$ cat src/rtl/axi4_to_wbc_bridge_if.sv
// ---------------------------------------------------------------------------
// axi4_to_wbc_bridge_if
//   Bundles every bus signal of the AXI4-slave / Wishbone-classic-master
//   bridge into a single interface.
//
//   Modports
//     slave  : bridge view (AXI slave side, Wishbone master side)
//     master : environment view (AXI master driving requests, WB slave
//              answering cycles)
//
//   Signal groups (names keep the bridge's port names)
//     AW  : i_axi_aw{valid,id,addr,len,burst}, o_axi_awready
//     W   : i_axi_w{valid,data,strb,last},     o_axi_wready
//     B   : o_axi_b{valid,id,resp},            i_axi_bready
//     AR  : i_axi_ar{valid,id,addr,len,burst}, o_axi_arready
//     R   : o_axi_r{valid,id,data,resp,last},  i_axi_rready
//     WB  : o_wb_{cyc,stb,we,addr,data,sel},   i_wb_{ack,err,data}
// ---------------------------------------------------------------------------
interface axi4_to_wbc_bridge_if #(
   parameter int AW = 30,
   parameter int IW = 4
);
   // write address channel
   logic              i_axi_awvalid;
   logic [IW-1:0]     i_axi_awid;
   logic [AW+1:0]     i_axi_awaddr;
   logic [7:0]        i_axi_awlen;
   logic [1:0]        i_axi_awburst;
   logic              o_axi_awready;
   // write data channel
   logic              i_axi_wvalid;
   logic [31:0]       i_axi_wdata;
   logic [3:0]        i_axi_wstrb;
   logic              i_axi_wlast;
   logic              o_axi_wready;
   // write response channel
   logic              o_axi_bvalid;
   logic [IW-1:0]     o_axi_bid;
   logic [1:0]        o_axi_bresp;
   logic              i_axi_bready;
   // read address channel
   logic              i_axi_arvalid;
   logic [IW-1:0]     i_axi_arid;
   logic [AW+1:0]     i_axi_araddr;
   logic [7:0]        i_axi_arlen;
   logic [1:0]        i_axi_arburst;
   logic              o_axi_arready;
   // read data channel
   logic              o_axi_rvalid;
   logic [IW-1:0]     o_axi_rid;
   logic [31:0]       o_axi_rdata;
   logic [1:0]        o_axi_rresp;
   logic              o_axi_rlast;
   logic              i_axi_rready;
   // Wishbone classic master
   logic              o_wb_cyc;
   logic              o_wb_stb;
   logic              o_wb_we;
   logic [AW-1:0]     o_wb_addr;
   logic [31:0]       o_wb_data;
   logic [3:0]        o_wb_sel;
   logic              i_wb_ack;
   logic              i_wb_err;
   logic [31:0]       i_wb_data;

   modport slave (
      input  i_axi_awvalid, i_axi_awid, i_axi_awaddr, i_axi_awlen, i_axi_awburst,
      output o_axi_awready,
      input  i_axi_wvalid, i_axi_wdata, i_axi_wstrb, i_axi_wlast,
      output o_axi_wready,
      output o_axi_bvalid, o_axi_bid, o_axi_bresp,
      input  i_axi_bready,
      input  i_axi_arvalid, i_axi_arid, i_axi_araddr, i_axi_arlen, i_axi_arburst,
      output o_axi_arready,
      output o_axi_rvalid, o_axi_rid, o_axi_rdata, o_axi_rresp, o_axi_rlast,
      input  i_axi_rready,
      output o_wb_cyc, o_wb_stb, o_wb_we, o_wb_addr, o_wb_data, o_wb_sel,
      input  i_wb_ack, i_wb_err, i_wb_data
   );

   modport master (
      output i_axi_awvalid, i_axi_awid, i_axi_awaddr, i_axi_awlen, i_axi_awburst,
      input  o_axi_awready,
      output i_axi_wvalid, i_axi_wdata, i_axi_wstrb, i_axi_wlast,
      input  o_axi_wready,
      input  o_axi_bvalid, o_axi_bid, o_axi_bresp,
      output i_axi_bready,
      output i_axi_arvalid, i_axi_arid, i_axi_araddr, i_axi_arlen, i_axi_arburst,
      input  o_axi_arready,
      input  o_axi_rvalid, o_axi_rid, o_axi_rdata, o_axi_rresp, o_axi_rlast,
      output i_axi_rready,
      input  o_wb_cyc, o_wb_stb, o_wb_we, o_wb_addr, o_wb_data, o_wb_sel,
      output i_wb_ack, i_wb_err, i_wb_data
   );
endinterface

$ cat src/rtl/axi4_to_wbc_bridge.sv
// ---------------------------------------------------------------------------
// axi4_to_wbc_bridge
//   AXI4 (burst-capable) slave to Wishbone classic master, 32-bit data.
//   One AXI transaction in flight; every AXI beat becomes one classic WB
//   cycle, with at least one idle cycle between consecutive WB cycles.
//
//   Ports
//     i_clk    : clock
//     i_reset  : synchronous active-high reset (abandons any transaction,
//                no response is issued for it)
//     bus      : axi4_to_wbc_bridge_if.slave -- AXI AW/W/B/AR/R channels and
//                the Wishbone classic master signals
//
//   Parameters
//     AW : Wishbone word-address width (AXI byte address is AW+2 bits, AW>=10)
//     IW : AXI ID width
//
//   Notes
//     - AW/AR ready are combinational in IDLE and reflect the arbiter grant;
//       every other output comes straight from a register.
//     - Ties between AW and AR go to the side not granted last; the first
//       tie after reset goes to the read.
//     - INCR bursts increment only address bits [11:2] (wrap inside 4 KB,
//       upper bits held). FIXED keeps the address. WRAP and the reserved
//       encoding do no WB access and answer SLVERR for every beat.
//     - ack and err in the same cycle is treated as err.
// ---------------------------------------------------------------------------
module axi4_to_wbc_bridge #(
   parameter int AW = 30,
   parameter int IW = 4
) (
   input  logic                  i_clk,
   input  logic                  i_reset,
   axi4_to_wbc_bridge_if.slave   bus
);

   localparam logic [2:0] S_IDLE    = 3'd0;
   localparam logic [2:0] S_WR_DATA = 3'd1;
   localparam logic [2:0] S_WR_BUS  = 3'd2;
   localparam logic [2:0] S_WR_RESP = 3'd3;
   localparam logic [2:0] S_RD_BUS  = 3'd4;
   localparam logic [2:0] S_RD_DATA = 3'd5;

   localparam logic [1:0] BURST_FIXED = 2'b00;
   localparam logic [1:0] BURST_INCR  = 2'b01;

   localparam logic [1:0] RESP_OKAY   = 2'b00;
   localparam logic [1:0] RESP_SLVERR = 2'b10;

   // FSM and transaction context
   logic [2:0]      state_r;
   logic [IW-1:0]   id_r;
   logic [AW-1:0]   addr_r;
   logic [7:0]      cnt_r;        // beats remaining after the current one
   logic [1:0]      burst_r;
   logic            bad_burst_r;  // WRAP/reserved: no WB traffic, SLVERR
   logic            err_r;        // sticky write error over the burst
   logic            prio_rd_r;    // 1: read wins the next AW/AR tie

   // registered outputs
   logic            wb_cyc_r;
   logic            wb_we_r;
   logic [31:0]     wb_data_r;
   logic [3:0]      wb_sel_r;
   logic            wready_r;
   logic            bvalid_r;
   logic [1:0]      bresp_r;
   logic            rvalid_r;
   logic [31:0]     rdata_r;
   logic [1:0]      rresp_r;
   logic            rlast_r;

   // arbiter and WB terminate decode
   logic            grant_rd_s;
   logic            grant_wr_s;
   logic            wb_term_s;
   logic            wb_err_s;
   logic            unused_s;

   // Next word address for the beat that follows: INCR wraps inside 4 KB.
   function automatic logic [AW-1:0] next_addr(input logic [AW-1:0] a,
                                                input logic [1:0]    burst);
      logic [AW-1:0] n;
      n = a;
      if (burst == BURST_INCR) begin
         n[9:0] = a[9:0] + 10'd1;
      end else begin
         n = a;
      end
      return n;
   endfunction

   // Only FIXED and INCR bursts are forwarded to the WB side.
   function automatic logic burst_supported(input logic [1:0] burst);
      return (burst == BURST_FIXED) || (burst == BURST_INCR);
   endfunction

   assign wb_err_s  = bus.i_wb_err;
   assign wb_term_s = bus.i_wb_ack | bus.i_wb_err;

   // wlast is deliberately ignored (beats are counted from len) and the AXI
   // byte-offset bits have no meaning on a word-addressed WB bus.
   assign unused_s = ^{bus.i_axi_wlast, bus.i_axi_awaddr[1:0], bus.i_axi_araddr[1:0]};

   // Arbiter: grants AW or AR only while idle; ties go to prio_rd_r's side.
   always_comb begin
      grant_rd_s = 1'b0;
      grant_wr_s = 1'b0;
      if (!i_reset && (state_r == S_IDLE)) begin
         if (bus.i_axi_arvalid && (!bus.i_axi_awvalid || prio_rd_r)) begin
            grant_rd_s = 1'b1;
         end else if (bus.i_axi_awvalid) begin
            grant_wr_s = 1'b1;
         end else begin
            grant_rd_s = 1'b0;
            grant_wr_s = 1'b0;
         end
      end else begin
         grant_rd_s = 1'b0;
         grant_wr_s = 1'b0;
      end
   end

   assign bus.o_axi_awready = grant_wr_s;
   assign bus.o_axi_arready = grant_rd_s;
   assign bus.o_axi_wready  = wready_r;
   assign bus.o_axi_bvalid  = bvalid_r;
   assign bus.o_axi_bid     = id_r;
   assign bus.o_axi_bresp   = bresp_r;
   assign bus.o_axi_rvalid  = rvalid_r;
   assign bus.o_axi_rid     = id_r;
   assign bus.o_axi_rdata   = rdata_r;
   assign bus.o_axi_rresp   = rresp_r;
   assign bus.o_axi_rlast   = rlast_r;
   assign bus.o_wb_cyc      = wb_cyc_r;
   assign bus.o_wb_stb      = wb_cyc_r;   // classic: one strobe per cycle
   assign bus.o_wb_we       = wb_we_r;
   assign bus.o_wb_addr     = addr_r;
   assign bus.o_wb_data     = wb_data_r;
   assign bus.o_wb_sel      = wb_sel_r;

   // Transaction FSM with all context and output registers.
   always_ff @(posedge i_clk) begin
      if (i_reset) begin
         state_r     <= S_IDLE;
         id_r        <= '0;
         addr_r      <= '0;
         cnt_r       <= 8'd0;
         burst_r     <= 2'b00;
         bad_burst_r <= 1'b0;
         err_r       <= 1'b0;
         prio_rd_r   <= 1'b1;
         wb_cyc_r    <= 1'b0;
         wb_we_r     <= 1'b0;
         wb_data_r   <= 32'd0;
         wb_sel_r    <= 4'h0;
         wready_r    <= 1'b0;
         bvalid_r    <= 1'b0;
         bresp_r     <= RESP_OKAY;
         rvalid_r    <= 1'b0;
         rdata_r     <= 32'd0;
         rresp_r     <= RESP_OKAY;
         rlast_r     <= 1'b0;
      end else begin
         case (state_r)
            S_IDLE: begin
               if (grant_rd_s) begin
                  id_r        <= bus.i_axi_arid;
                  addr_r      <= bus.i_axi_araddr[AW+1:2];
                  cnt_r       <= bus.i_axi_arlen;
                  burst_r     <= bus.i_axi_arburst;
                  bad_burst_r <= !burst_supported(bus.i_axi_arburst);
                  prio_rd_r   <= 1'b0;
                  if (burst_supported(bus.i_axi_arburst)) begin
                     wb_cyc_r <= 1'b1;
                     wb_we_r  <= 1'b0;
                     wb_sel_r <= 4'hF;
                     state_r  <= S_RD_BUS;
                  end else begin
                     // unsupported burst: answer straight from the bridge
                     rvalid_r <= 1'b1;
                     rdata_r  <= 32'd0;
                     rresp_r  <= RESP_SLVERR;
                     rlast_r  <= (bus.i_axi_arlen == 8'd0);
                     state_r  <= S_RD_DATA;
                  end
               end else if (grant_wr_s) begin
                  id_r        <= bus.i_axi_awid;
                  addr_r      <= bus.i_axi_awaddr[AW+1:2];
                  cnt_r       <= bus.i_axi_awlen;
                  burst_r     <= bus.i_axi_awburst;
                  bad_burst_r <= !burst_supported(bus.i_axi_awburst);
                  err_r       <= 1'b0;
                  prio_rd_r   <= 1'b1;
                  wready_r    <= 1'b1;
                  state_r     <= S_WR_DATA;
               end else begin
                  state_r <= S_IDLE;
               end
            end

            S_WR_DATA: begin
               if (bus.i_axi_wvalid && wready_r) begin
                  if (bad_burst_r) begin
                     // drain the beats without touching the WB bus
                     if (cnt_r == 8'd0) begin
                        wready_r <= 1'b0;
                        bvalid_r <= 1'b1;
                        bresp_r  <= RESP_SLVERR;
                        state_r  <= S_WR_RESP;
                     end else begin
                        cnt_r <= cnt_r - 8'd1;
                     end
                  end else begin
                     wb_data_r <= bus.i_axi_wdata;
                     wb_sel_r  <= bus.i_axi_wstrb;
                     wready_r  <= 1'b0;
                     wb_cyc_r  <= 1'b1;
                     wb_we_r   <= 1'b1;
                     state_r   <= S_WR_BUS;
                  end
               end else begin
                  state_r <= S_WR_DATA;
               end
            end

            S_WR_BUS: begin
               if (wb_term_s) begin
                  wb_cyc_r <= 1'b0;
                  wb_we_r  <= 1'b0;
                  if (wb_err_s) begin
                     err_r <= 1'b1;
                  end else begin
                     err_r <= err_r;
                  end
                  if (cnt_r == 8'd0) begin
                     bvalid_r <= 1'b1;
                     bresp_r  <= (err_r || wb_err_s) ? RESP_SLVERR : RESP_OKAY;
                     state_r  <= S_WR_RESP;
                  end else begin
                     cnt_r    <= cnt_r - 8'd1;
                     addr_r   <= next_addr(addr_r, burst_r);
                     wready_r <= 1'b1;
                     state_r  <= S_WR_DATA;
                  end
               end else begin
                  state_r <= S_WR_BUS;
               end
            end

            S_WR_RESP: begin
               if (bus.i_axi_bready) begin
                  bvalid_r <= 1'b0;
                  state_r  <= S_IDLE;
               end else begin
                  state_r <= S_WR_RESP;
               end
            end

            S_RD_BUS: begin
               if (wb_term_s) begin
                  wb_cyc_r <= 1'b0;
                  rvalid_r <= 1'b1;
                  rdata_r  <= wb_err_s ? 32'd0 : bus.i_wb_data;
                  rresp_r  <= wb_err_s ? RESP_SLVERR : RESP_OKAY;
                  rlast_r  <= (cnt_r == 8'd0);
                  addr_r   <= next_addr(addr_r, burst_r);
                  state_r  <= S_RD_DATA;
               end else begin
                  state_r <= S_RD_BUS;
               end
            end

            S_RD_DATA: begin
               if (bus.i_axi_rready) begin
                  if (cnt_r == 8'd0) begin
                     rvalid_r <= 1'b0;
                     rlast_r  <= 1'b0;
                     state_r  <= S_IDLE;
                  end else if (bad_burst_r) begin
                     // next error beat follows immediately
                     cnt_r   <= cnt_r - 8'd1;
                     rlast_r <= (cnt_r == 8'd1);
                     state_r <= S_RD_DATA;
                  end else begin
                     cnt_r    <= cnt_r - 8'd1;
                     rvalid_r <= 1'b0;
                     rlast_r  <= 1'b0;
                     wb_cyc_r <= 1'b1;
                     wb_we_r  <= 1'b0;
                     wb_sel_r <= 4'hF;
                     state_r  <= S_RD_BUS;
                  end
               end else begin
                  state_r <= S_RD_DATA;
               end
            end

            default: begin
               state_r  <= S_IDLE;
               wb_cyc_r <= 1'b0;
               wb_we_r  <= 1'b0;
               wready_r <= 1'b0;
               bvalid_r <= 1'b0;
               rvalid_r <= 1'b0;
            end
         endcase
      end
   end

endmodule
$ cat src/flat_wrapper.sv
// flat-port wrapper written by rule: the top's interface ports become plain ports
module axi4_to_wbc_bridge_flat 
#(
   parameter int AW = 30,
   parameter int IW = 4
)
  (i_clk, i_reset, bus_i_axi_awvalid, bus_i_axi_awid, bus_i_axi_awaddr, bus_i_axi_awlen, bus_i_axi_awburst, bus_o_axi_awready, bus_i_axi_wvalid, bus_i_axi_wdata, bus_i_axi_wstrb, bus_i_axi_wlast, bus_o_axi_wready, bus_o_axi_bvalid, bus_o_axi_bid, bus_o_axi_bresp, bus_i_axi_bready, bus_i_axi_arvalid, bus_i_axi_arid, bus_i_axi_araddr, bus_i_axi_arlen, bus_i_axi_arburst, bus_o_axi_arready, bus_o_axi_rvalid, bus_o_axi_rid, bus_o_axi_rdata, bus_o_axi_rresp, bus_o_axi_rlast, bus_i_axi_rready, bus_o_wb_cyc, bus_o_wb_stb, bus_o_wb_we, bus_o_wb_addr, bus_o_wb_data, bus_o_wb_sel, bus_i_wb_ack, bus_i_wb_err, bus_i_wb_data);
  axi4_to_wbc_bridge_if #(.AW(AW), .IW(IW)) bus_i ();
  input  logic i_clk;
  input  logic i_reset;
  input wire logic [$bits(bus_i.i_axi_awvalid)-1:0] bus_i_axi_awvalid;
  input wire logic [$bits(bus_i.i_axi_awid)-1:0] bus_i_axi_awid;
  input wire logic [$bits(bus_i.i_axi_awaddr)-1:0] bus_i_axi_awaddr;
  input wire logic [$bits(bus_i.i_axi_awlen)-1:0] bus_i_axi_awlen;
  input wire logic [$bits(bus_i.i_axi_awburst)-1:0] bus_i_axi_awburst;
  output wire logic [$bits(bus_i.o_axi_awready)-1:0] bus_o_axi_awready;
  input wire logic [$bits(bus_i.i_axi_wvalid)-1:0] bus_i_axi_wvalid;
  input wire logic [$bits(bus_i.i_axi_wdata)-1:0] bus_i_axi_wdata;
  input wire logic [$bits(bus_i.i_axi_wstrb)-1:0] bus_i_axi_wstrb;
  input wire logic [$bits(bus_i.i_axi_wlast)-1:0] bus_i_axi_wlast;
  output wire logic [$bits(bus_i.o_axi_wready)-1:0] bus_o_axi_wready;
  output wire logic [$bits(bus_i.o_axi_bvalid)-1:0] bus_o_axi_bvalid;
  output wire logic [$bits(bus_i.o_axi_bid)-1:0] bus_o_axi_bid;
  output wire logic [$bits(bus_i.o_axi_bresp)-1:0] bus_o_axi_bresp;
  input wire logic [$bits(bus_i.i_axi_bready)-1:0] bus_i_axi_bready;
  input wire logic [$bits(bus_i.i_axi_arvalid)-1:0] bus_i_axi_arvalid;
  input wire logic [$bits(bus_i.i_axi_arid)-1:0] bus_i_axi_arid;
  input wire logic [$bits(bus_i.i_axi_araddr)-1:0] bus_i_axi_araddr;
  input wire logic [$bits(bus_i.i_axi_arlen)-1:0] bus_i_axi_arlen;
  input wire logic [$bits(bus_i.i_axi_arburst)-1:0] bus_i_axi_arburst;
  output wire logic [$bits(bus_i.o_axi_arready)-1:0] bus_o_axi_arready;
  output wire logic [$bits(bus_i.o_axi_rvalid)-1:0] bus_o_axi_rvalid;
  output wire logic [$bits(bus_i.o_axi_rid)-1:0] bus_o_axi_rid;
  output wire logic [$bits(bus_i.o_axi_rdata)-1:0] bus_o_axi_rdata;
  output wire logic [$bits(bus_i.o_axi_rresp)-1:0] bus_o_axi_rresp;
  output wire logic [$bits(bus_i.o_axi_rlast)-1:0] bus_o_axi_rlast;
  input wire logic [$bits(bus_i.i_axi_rready)-1:0] bus_i_axi_rready;
  output wire logic [$bits(bus_i.o_wb_cyc)-1:0] bus_o_wb_cyc;
  output wire logic [$bits(bus_i.o_wb_stb)-1:0] bus_o_wb_stb;
  output wire logic [$bits(bus_i.o_wb_we)-1:0] bus_o_wb_we;
  output wire logic [$bits(bus_i.o_wb_addr)-1:0] bus_o_wb_addr;
  output wire logic [$bits(bus_i.o_wb_data)-1:0] bus_o_wb_data;
  output wire logic [$bits(bus_i.o_wb_sel)-1:0] bus_o_wb_sel;
  input wire logic [$bits(bus_i.i_wb_ack)-1:0] bus_i_wb_ack;
  input wire logic [$bits(bus_i.i_wb_err)-1:0] bus_i_wb_err;
  input wire logic [$bits(bus_i.i_wb_data)-1:0] bus_i_wb_data;
  assign bus_i.i_axi_awvalid = bus_i_axi_awvalid;
  assign bus_i.i_axi_awid = bus_i_axi_awid;
  assign bus_i.i_axi_awaddr = bus_i_axi_awaddr;
  assign bus_i.i_axi_awlen = bus_i_axi_awlen;
  assign bus_i.i_axi_awburst = bus_i_axi_awburst;
  assign bus_o_axi_awready = bus_i.o_axi_awready;
  assign bus_i.i_axi_wvalid = bus_i_axi_wvalid;
  assign bus_i.i_axi_wdata = bus_i_axi_wdata;
  assign bus_i.i_axi_wstrb = bus_i_axi_wstrb;
  assign bus_i.i_axi_wlast = bus_i_axi_wlast;
  assign bus_o_axi_wready = bus_i.o_axi_wready;
  assign bus_o_axi_bvalid = bus_i.o_axi_bvalid;
  assign bus_o_axi_bid = bus_i.o_axi_bid;
  assign bus_o_axi_bresp = bus_i.o_axi_bresp;
  assign bus_i.i_axi_bready = bus_i_axi_bready;
  assign bus_i.i_axi_arvalid = bus_i_axi_arvalid;
  assign bus_i.i_axi_arid = bus_i_axi_arid;
  assign bus_i.i_axi_araddr = bus_i_axi_araddr;
  assign bus_i.i_axi_arlen = bus_i_axi_arlen;
  assign bus_i.i_axi_arburst = bus_i_axi_arburst;
  assign bus_o_axi_arready = bus_i.o_axi_arready;
  assign bus_o_axi_rvalid = bus_i.o_axi_rvalid;
  assign bus_o_axi_rid = bus_i.o_axi_rid;
  assign bus_o_axi_rdata = bus_i.o_axi_rdata;
  assign bus_o_axi_rresp = bus_i.o_axi_rresp;
  assign bus_o_axi_rlast = bus_i.o_axi_rlast;
  assign bus_i.i_axi_rready = bus_i_axi_rready;
  assign bus_o_wb_cyc = bus_i.o_wb_cyc;
  assign bus_o_wb_stb = bus_i.o_wb_stb;
  assign bus_o_wb_we = bus_i.o_wb_we;
  assign bus_o_wb_addr = bus_i.o_wb_addr;
  assign bus_o_wb_data = bus_i.o_wb_data;
  assign bus_o_wb_sel = bus_i.o_wb_sel;
  assign bus_i.i_wb_ack = bus_i_wb_ack;
  assign bus_i.i_wb_err = bus_i_wb_err;
  assign bus_i.i_wb_data = bus_i_wb_data;
  axi4_to_wbc_bridge #(.AW(AW), .IW(IW)) u_core (.i_clk(i_clk), .i_reset(i_reset), .bus(bus_i));
endmodule
$ cat config.mk
export PLATFORM = sky130hd
export DESIGN_NAME = axi4_to_wbc_bridge_flat
export DESIGN_NICKNAME = d
export VERILOG_FILES = /design/src/rtl/axi4_to_wbc_bridge_if.sv /design/src/rtl/axi4_to_wbc_bridge.sv /design/src/flat_wrapper.sv
export SDC_FILE = /design/constraint.sdc
export NUM_CORES = 1
export LEC_CHECK = 0
export BUFFER_PORTS_ARGS = -buffer_cell sky130_fd_sc_hd__buf_2
export CELL_PAD_IN_SITES_DETAIL_PLACEMENT = 0
export CELL_PAD_IN_SITES_GLOBAL_PLACEMENT = 2
export CORE_UTILIZATION = 27
export DETAILED_ROUTE_END_ITERATION = 10
export GPL_ROUTABILITY_DRIVEN = 0
export GPL_TIMING_DRIVEN = 0
export PLACE_DENSITY_LB_ADDON = 0.05
export SETUP_SLACK_MARGIN = 0.15
export SKIP_CTS_REPAIR_TIMING = 1
export SLEW_MARGIN = 10
export SYNTH_ARGS = -nofsm -noshare
export SYNTH_HDL_FRONTEND = slang
export SYNTH_SLANG_ARGS = --single-unit
$ cat constraint.sdc
create_clock -name i_clk -period 3.9 [get_ports i_clk]
set_clock_uncertainty 0.15 [all_clocks]
set_input_delay 0.195 -clock i_clk [delete_from_list [all_inputs] [get_ports i_clk]]
set_output_delay 0.195 -clock i_clk [all_outputs]
set_load 0.1 [all_outputs]
==> out/results.ini <==
[place]
place_hpwl_mm=16.69
dp.cells=1304
dp_slack_ps=1357
portBuffers=281
dpl_cell_area_um2=7777

[yosys]
netlist_instances=742
synth_seq_cells=126
syn-cell-area_um2=6017
synth-main-ff-cell=dfxtp_1
synth.distinct_cells=71
synth-edff-count=0
seq_area_frac_synth_pct=41.92
ys_warn_count=0
yosysMostFrequentCell=nand2_1
yosys.area.top_type=dfxtp_1
avgSynthCellArea_um2=8.109
synth_area_leaders=dfxtp_1 (42%), nand2_1 (9.2%), a21oi_1 (7.8%)
synth_top_area_share_pct=41.92
synth-async-reset-ratio_pct=0
ys_top_cells_by_count=nand2_1 (147), dfxtp_1 (126), a21oi_1 (94)

[pwr]
leakage_nw=4.273
power_mw=4.727
clock_power_share_pct=35.0
pwr-share-comb_pct=34.1
power.density_nw_per_um2=497.9
p_sw_mw=1.831
power.share.switching_pct=38.74
sequentialPowerShare_pct=30.8
intPower_mw=2.896
peakVddDrop_uv=281.9

[critical_path]
critPathArrivalTime_ps=3150
cpPeakStageDelay_ps=590
worstPathRequired_ps=4120
cpMostUsedCell=buf_2
crit_type=reg2reg
end_kind=register
crit_path_max_fanout=10
start_kind=register
cpMaxStageDelayCell=clkbuf_1
crit_chain=buf_2 > nor3_4 > nand3_1 > clkbuf_1 > buf_2 > nor2_1 > a211oi_1 > dlygate4sd3_1

[die]
fp-row-count=54
die_h_um=151.3
coreArea_um2=21820
initial_core_util_pct=27.57
ioPinCount=289
die_x_um=151.3
dieArea_um2=22890

[min_path]
min_path_type=in2reg

[drt]
drt_pass1_iterations=4
wl_per_cell_um=16.04
vias=6831
vias_per_cell=4.721
drc=0
detail_route.wirelength_mm=23.20
ant_nets=0
drt-initial-drc-count=203

[sta]
maxSlewViolCount=0
finalCritPeriodShare_pct=75.33
whs_ps=-43.69
final_period_minus_worst_setup_slack_ps=2938
worst_pin_slew_ps=844.5
setup_viol=0
fmax_mhz=340.4
max_slew_margin_pct=43.49
tns_ps=0
hold_violations=10
finalWorstSetupSlack_ps=962.2
rsz0062_at_grt=no

[cts]
clk_pin_slew_ps=60
cts-root-buf=clkbuf_16
clock_sinks=126
cts_max_path_buffers=2
insertion_delay_ps=420
cts_made_buffers=17
h-tree-depth=4
cts_tree=done

[global_route]
grt_max_degree=17
grt_pass1_vias=6112
grt_usage_pct=19.50
antenna_found_initial=1
grt_pass1_wl_mm=34.16
overflow=0

[job]
maxCapViolations=0

[layout]
syn_to_final_growth_pct=57.79
final_core_util_pct=43.50
drive_gt1_share_pct=30.68
nets=1327
diodes=0
final_area_um2=9494
fin_cells=1447

[status]
status=finished, violations left
failed_checks=hold timing

[worst max-delay path: cells and delay by family (launching register included)]
family          cells  cell delay (ps)
compound gates      1              230
buf+inv             4             1770
flops               1              310
simple gates        3              420
[routing by layer]
metal | wire length (µm) | up-vias | global-route usage (%)
met5 | 13 | - | 0
met1 | 10660 | 3165 | 25.60
met4 | 262 | 2 | 5.600
met2 | 11080 | 168 | 30.87
li1 | - | 3475 | -
met3 | 1182 | 21 | 5.482
[state kept, by name (all words and copies together), names as in the netlist]
register	count
u_core.cnt_r	8
u_core.err_r	1
u_core.bus.o_axi_rdata	32
u_core.bus.o_axi_bresp	1
u_core.bus.o_wb_cyc	1
u_core.prio_rd_r	1
u_core.state_r	3
u_core.bus.o_axi_bvalid	1
u_core.bus.o_wb_we	1
u_core.bus.o_axi_bid	4
u_core.bus.o_axi_rvalid	1
u_core.bad_burst_r	1
u_core.bus.o_wb_data	32
u_core.bus.o_axi_rresp	1
u_core.bus.o_axi_wready	1
u_core.burst_r	2
u_core.bus.o_axi_rlast	1
u_core.bus.o_wb_addr	30
u_core.bus.o_wb_sel	4
[final timing paths]
kind	start	to	slack, ps	depth (start not counted)
worst max register to register	u_core.state_r[2]	u_core.bus.o_wb_addr[15]	960	8
worst max-delay path	u_core.state_r[2]	u_core.bus.o_wb_addr[15]	960	8
worst min register to register	u_core.bus.o_axi_rdata[29]	u_core.bus.o_axi_rdata[29]	290	2
worst min-delay path	bus_i_axi_awburst[1]	u_core.bad_burst_r	-40	3
[cell usage in the layout, fill, tap and decap left out, types with 5 or more instances in the layout]
cell type | Yosys | routed
xnor2_1 | 5 | 5
dlygate4sd3_1 | 0 | 111
nor2b_1 | 6 | 6
nand4_1 | 35 | 35
a311oi_1 | 5 | 5
a21oi_1 | 94 | 94
mux2i_1 | 28 | 28
buf_4 | 7 | 7
nand2b_1 | 10 | 10
a211oi_1 | 25 | 25
dfxtp_1 | 126 | 126
buf_2 | 13 | 294
nor2_1 | 50 | 50
clkbuf_16 | 0 | 17
a32o_1 | 7 | 7
inv_1 | 10 | 10
nor3_1 | 7 | 7
nand2_1 | 147 | 147
a31oi_1 | 7 | 7
o21ai_0 | 17 | 17
nand3_1 | 14 | 14
clkbuf_1 | 38 | 39
[kinds of logic (layout without fill, tap and decap cells)]
| logic type | Yosys count | in the layout | synth area share [%] |
|---|---|---|---|
| adders and majority gates | 3 | 3 | 0.6239 |
| and+or+nand+nor | 301 | 301 | 23.75 |
| xor gates and xnor gates | 8 | 8 | 1.165 |
| other | 1 | 2 | 0.06232 |
| AOI/OAI and AO/OA | 200 | 200 | 21.94 |
| buffers and inverters | 73 | 497 | 5.511 |
| DFF | 126 | 126 | 41.92 |
| muxes | 30 | 30 | 5.032 |
[cell type report]
type / count / area, µm²
clock inverter: 13 / 162.7
fill: 2326 / 12330
timing repair buffer: 392 / 2517
clock buffer: 19 / 442.9
buffer: 62 / 290.3
inverter: 11 / 41.29
sequential: 126 / 2522
multi-input combinational: 544 / 3167
tap: 280 / 350.3
[power by group through the flow]
| stage | logic, mW | clock network, mW | registers (mW) |
|---|---|---|---|
| detailed placement | 1.51 | 0 | 1.49 |
| global route | 1.73 | 1.76 | 1.47 |
| floorplan | 0.675 | 0 | 1.95 |
| finish | 1.61 | 1.66 | 1.46 |
| global placement | 1.51 | 0 | 1.49 |
| CTS | 1.51 | 1.70 | 1.46 |
Power figures use the tool's default switching activity.
